[src/rtl/uart_tx_arbiter.sv]
// ---------------------------------------------------------------------------
// uart_tx_arbiter
//   Round-robin packet arbiter sharing one UART transmitter between NUM_REQ
//   byte-stream requesters. A grant is held until the granted requester's
//   last byte has completed on the line, so packets never interleave. Only
//   one byte is outstanding in the transmitter at any time.
//
// Optional build macro: UART_ARB_TIMEOUT_EN
//   When defined, a stalled mid-packet grant (granted requester not valid)
//   is revoked after TIMEOUT cycles and timeout_o pulses for one cycle.
//   When undefined, timeout_o is tied low and grants are held indefinitely.
//
// Ports:
//   clk_i, rstn_i         clock, asynchronous active-low reset
//   enable_i              allows new grants (never aborts a packet)
//   req_valid_i[N]        per-requester byte valid
//   req_data_i[8N]        per-requester byte, requester k at [8k+7:8k]
//   req_last_i[N]         byte is last of its packet
//   req_ready_o[N]        byte accepted this cycle (one-hot or zero)
//   grant_o[N]            registered one-hot grant, or zero
//   busy_o                arbiter not idle
//   tx_en_o/tx_valid_o/tx_data_o   transmitter drive
//   tx_consume_i          transmitter accepted the byte (pulse)
//   tx_done_i             transmitter finished the stop bit (pulse)
//   timeout_o             one-cycle pulse when a grant is revoked
// ---------------------------------------------------------------------------
module uart_tx_arbiter #(
    parameter int unsigned NUM_REQ = 4,
    parameter int unsigned TIMEOUT = 1000
) (
    input  logic                 clk_i,
    input  logic                 rstn_i,
    input  logic                 enable_i,
    input  logic [NUM_REQ-1:0]   req_valid_i,
    input  logic [8*NUM_REQ-1:0] req_data_i,
    input  logic [NUM_REQ-1:0]   req_last_i,
    output logic [NUM_REQ-1:0]   req_ready_o,
    output logic [NUM_REQ-1:0]   grant_o,
    output logic                 busy_o,
    output logic                 tx_en_o,
    output logic                 tx_valid_o,
    output logic [7:0]           tx_data_o,
    input  logic                 tx_consume_i,
    input  logic                 tx_done_i,
    output logic                 timeout_o
);

    localparam int unsigned IW = (NUM_REQ > 1) ? $clog2(NUM_REQ) : 1;

    typedef enum logic [1:0] {
        IDLE,
        GRANT,
        WAIT_DONE
    } state_t;

    state_t               r_state, w_state_nxt;
    logic [NUM_REQ-1:0]   r_grant, w_grant_nxt;
    logic [IW-1:0]        r_ptr, w_ptr_nxt;
    logic [IW-1:0]        r_gidx, w_gidx_nxt;
    logic                 r_last, w_last_nxt;
    logic [IW-1:0]        w_win_idx;
    logic                 w_win_found;
    logic                 w_g_valid;
    logic                 w_accept;
    logic [7:0]           w_g_data;

`ifdef UART_ARB_TIMEOUT_EN
    logic [15:0]          r_stall, w_stall_nxt;
    logic                 r_timeout, w_timeout_nxt;
`endif

    // Round-robin search starting just after the last-served requester.
    always_comb begin
        w_win_found = 1'b0;
        w_win_idx   = '0;
        for (int unsigned i = 1; i <= NUM_REQ; i++) begin
            int unsigned idx;
            idx = (32'(r_ptr) + i) % NUM_REQ;
            if (!w_win_found && req_valid_i[IW'(idx)]) begin
                w_win_found = 1'b1;
                w_win_idx   = IW'(idx);
            end
        end
    end

    always_comb begin
        w_g_data = '0;
        for (int unsigned k = 0; k < NUM_REQ; k++) begin
            if (r_gidx == IW'(k)) begin
                w_g_data = req_data_i[8*k +: 8];
            end
        end
    end

    assign w_g_valid = req_valid_i[r_gidx];
    assign w_accept  = tx_consume_i & w_g_valid;

    always_ff @(posedge clk_i or negedge rstn_i) begin
        if (!rstn_i) begin
            r_state   <= IDLE;
            r_grant   <= '0;
            r_ptr     <= IW'(NUM_REQ - 1);
            r_gidx    <= '0;
            r_last    <= 1'b0;
`ifdef UART_ARB_TIMEOUT_EN
            r_stall   <= '0;
            r_timeout <= 1'b0;
`endif
        end else begin
            r_state   <= w_state_nxt;
            r_grant   <= w_grant_nxt;
            r_ptr     <= w_ptr_nxt;
            r_gidx    <= w_gidx_nxt;
            r_last    <= w_last_nxt;
`ifdef UART_ARB_TIMEOUT_EN
            r_stall   <= w_stall_nxt;
            r_timeout <= w_timeout_nxt;
`endif
        end
    end

    always_comb begin
        w_state_nxt = r_state;
        w_grant_nxt = r_grant;
        w_ptr_nxt   = r_ptr;
        w_gidx_nxt  = r_gidx;
        w_last_nxt  = r_last;
        tx_en_o     = 1'b0;
        tx_valid_o  = 1'b0;
        tx_data_o   = '0;
        req_ready_o = '0;
`ifdef UART_ARB_TIMEOUT_EN
        // Held at zero outside GRANT, which clears it on every GRANT entry.
        w_stall_nxt   = (r_state == GRANT) ? r_stall : '0;
        w_timeout_nxt = 1'b0;
`endif

        case (r_state)
            IDLE: begin
                if (enable_i && w_win_found) begin
                    w_state_nxt = GRANT;
                    w_gidx_nxt  = w_win_idx;
                    w_grant_nxt = NUM_REQ'(1) << w_win_idx;
                end
            end

            GRANT: begin
                tx_en_o     = 1'b1;
                tx_valid_o  = w_g_valid;
                tx_data_o   = w_g_data;
                // r_grant is one-hot on the granted requester.
                req_ready_o = w_accept ? r_grant : '0;
                if (w_accept) begin
                    w_last_nxt  = req_last_i[r_gidx];
                    w_state_nxt = WAIT_DONE;
`ifdef UART_ARB_TIMEOUT_EN
                    w_stall_nxt = '0;
`endif
                end
`ifdef UART_ARB_TIMEOUT_EN
                else if (!w_g_valid) begin
                    if (r_stall == 16'(TIMEOUT - 1)) begin
                        w_state_nxt   = IDLE;
                        w_ptr_nxt     = r_gidx;
                        w_grant_nxt   = '0;
                        w_stall_nxt   = '0;
                        w_timeout_nxt = 1'b1;
                    end else begin
                        w_stall_nxt = r_stall + 16'd1;
                    end
                end
`endif
            end

            WAIT_DONE: begin
                if (tx_done_i) begin
                    if (r_last) begin
                        w_state_nxt = IDLE;
                        w_ptr_nxt   = r_gidx;
                        w_grant_nxt = '0;
                    end else begin
                        w_state_nxt = GRANT;
                    end
                end
            end

            default: begin
                w_state_nxt = IDLE;
                w_grant_nxt = '0;
            end
        endcase
    end

    assign grant_o = r_grant;
    assign busy_o  = (r_state != IDLE);

`ifdef UART_ARB_TIMEOUT_EN
    assign timeout_o = r_timeout;
`else
    assign timeout_o = 1'b0;
`endif

endmodule

[config.mk]
export PLATFORM = sky130hd
export DESIGN_NAME = uart_tx_arbiter
export DESIGN_NICKNAME = d
export VERILOG_FILES = /design/src/rtl/uart_tx_arbiter.sv
export SDC_FILE = /design/constraint.sdc
export NUM_CORES = 1
export LEC_CHECK = 0
export BUFFER_PORTS_ARGS = -buffer_cell sky130_fd_sc_hd__buf_2
export CORE_MARGIN = 2
export CORE_UTILIZATION = 36
export DETAILED_ROUTE_END_ITERATION = 8
export HOLD_SLACK_MARGIN = 0.02
export PLACE_DENSITY_LB_ADDON = 0.08
export SETUP_SLACK_MARGIN = 0.5
export SLEW_MARGIN = 5
export SYNTH_ARGS = -nofsm -noshare
export SYNTH_HDL_FRONTEND = slang
export SYNTH_SLANG_ARGS = --single-unit
[constraint.sdc]
create_clock -name clk_i -period 1.3 [get_ports clk_i]
set_input_delay 0.13 -clock clk_i [delete_from_list [all_inputs] [get_ports clk_i]]
set_output_delay 0.13 -clock clk_i [all_outputs]
set_load 0.005 [all_outputs]
==> metrics <==
R2R depth=6; drc violations=0; critical path required time=1.17 ns; Hold Fails Final Rpt=0; post-route ant nets=0; H-tree depth=1; synthesized instance count=80; ys flop type=dfrtp_1; Pwr Total=3.10 mW; relative max-transition margin=60.5%; CTS root buf=clkbuf_4; CTS Buffer Depth=2; failing checks=negative setup slack; CP Capture Type=primary output; async set-reset flop share out of synthesis=100%; starting density of the core=37.1%; mean post-synth cell area=11.3 µm²; CTS tree=done; hpwl dp=2.25 mm; Place WS=-0.188 ns; Routed WL=2.92 mm; num rows=18; Max Fclk=580 MHz; first-pass iteration count of the detailed router=4; vias in the first global route=995; Placer Congestion=0.735; DR vias/cell=5.18; Setup CP Type=reg -> out; setup slack after layout=-0.425 ns; status=finished with violations; Pins Over Slew Limit=0; initial DRC count=10; wire per inst=14.9 µm; antenna violations before repair=0; Hold Path Cell Cnt=2; Diodes inserted=0; total CTS buffers=3; max_cap viols=0; io pins=65; worst hold slack=0.0844 ns; gr usage total=21.9%; Port Buffer Count=63; power density cells=1930 nW/µm²; core area=2430 µm²; Post-Layout Cell Count=196; Worst Path Arrival=1.59 ns; P&R area growth vs syn=77.7%; Total Die Area=2930 µm²; Synth area leader=dfrtp_1; CTS sink count=11; Tcrit/Tclk final=133%; clock-pin slew on the worst setup and hold paths=0.08 ns; Hold WC Path Type=in -> reg; largest net degree at the start of global routing=12; top area cells in the synthesized netlist=dfrtp_1 25%, mux4_2 25%, nor2b_1 6.2%; cell count after placement=185; Max VDD drop=1.57 mV; Mapped Nets=125; Mapped Area=903 µm²; layout cells sized above 1=75.3%; Leak=0.812 nW; Setup violations, final=22; Final min period=1.72 ns; Yosys cell types=35; RSZ-0062 raised after global routing=true; via count=1015; total grt overflow=0; die width=54.1 µm; Worst-Margin Slew=0.585 ns; placed instance area=1410 µm²; clock latency on the worst-skew pair=0.28 ns; Vert. Die Dim=54.1 µm; nets=212; Seq/Total Area, Yosys=30.7%; Max FO, Critical Path=5; Final Cell Area=1610 µm²; Synth top area share=24.9%; Final Skew=0.00624 ns; crit start category=flip-flop; Yosys reg bits=11; Post-synth EDFFs=0; first-pass GRT wire length=4.49 mm; Syn. warnings=0
-- final timing paths --
kind	startpoint	endpoint	slack (ns)
max in group asynchronous	rstn_i	r_ptr[0]	0.77
setup / recovery	r_gidx[0]	tx_data_o[5]	-0.42
setup reg to reg	r_gidx[1]	r_last	-0.37
hold reg to reg	grant_o[3]	grant_o[3]	0.57
hold / removal	tx_done_i	r_state[1]	0.08
min in group asynchronous	rstn_i	grant_o[0]	0.25
-- sequential cells by signal, indices dropped and copies added (netlist names) --
| name | count |
|---|---|
| r_state | 2 |
| grant_o | 4 |
| r_gidx | 2 |
| r_ptr | 2 |
| r_last | 1 |
-- layout make-up --
| class | instances | area (µm²) |
|---|---|---|
| tap | 30 | 37.5 |
| multi-input combinational | 62 | 687 |
| inverter | 2 | 7.51 |
| sequential | 11 | 279 |
| clock buffer | 4 | 26.3 |
| timing repair buffer | 87 | 568 |
| fill | 200 | 827 |
-- cell usage in the layout (no fill, tap or decap), types with 2 or more instances in the layout --
| master | count |
|---|---|
| nand2_1 | 2 |
| clkbuf_4 | 3 |
| nand2b_1 | 3 |
| a21o_1 | 3 |
| nand2b_4 | 2 |
| buf_12 | 2 |
| and2_4 | 4 |
| nor2_1 | 3 |
| buf_2 | 60 |
| mux2_4 | 3 |
| dfstp_2 | 2 |
| mux4_2 | 10 |
| buf_4 | 14 |
| dfrtp_1 | 8 |
| nor2b_1 | 5 |
| a32o_1 | 3 |
| buf_6 | 10 |
| nor2b_4 | 5 |
-- routing by layer --
layer,GRT usage (%),wire (µm),vias to the layer above
met1,24.4,1100,482
met5,0,0,-
met4,8.75,58,0
li1,-,-,477
met2,40.4,1510,48
met3,4.17,257,8
-- cell families after synthesis --
logic type             synth area share [%]
and+or+nand+nor                        20.1
AOI/OAI and AO/OA                      14.7
muxes                                  30.2
DFF                                    30.7
buffers and inverters                  3.88
other                                 0.415
-- power breakdown --
| part | switching (mW) | internal, mW |
|---|---|---|
| logic | 0.821 | 1.37 |
| clock network | 0.131 | 0.119 |
| registers | 0.148 | 0.513 |
-- per-stage QoR --
step / setup TNS, ns / util [%]
finish: -6.60 / 66.0
global route: -7.88 / 66.0
floorplan: -0.340 / -
detailed placement: -2.84 / 58.0
CTS: -6.48 / 63.5
global placement: -2.57 / 58.0
-- critical path, cell delays in order (launching register included) --
cell and delay, ns:
dfrtp_2 0.43, buf_4 0.15, mux4_2 0.49, nor2b_1 0.14, buf_2 0.12
-- repair_timing --
action / CTS / global route
hold endpoints to repair: 11 / 0
pin swaps: 9 / 5
gates resized for setup: 18 / 12
setup buffers: 4 / 2
hold buffers: 1 / 0
setup endpoints to repair: 30 / 30
-- synthesized netlist by cell type, types with 2 or more instances --
| cell | number |
|---|---|
| dfstp_2 | 2 |
| nor2b_1 | 9 |
| a32o_1 | 4 |
| nor2_1 | 3 |
| or2_1 | 2 |
| a31oi_1 | 2 |
| mux2_1 | 2 |
| mux4_2 | 10 |
| nand2b_1 | 5 |
| nand2_1 | 2 |
| buf_4 | 2 |
| a21o_1 | 3 |
| dfrtp_1 | 9 |
| and2_1 | 4 |
Power figures use the tool's default switching activity.
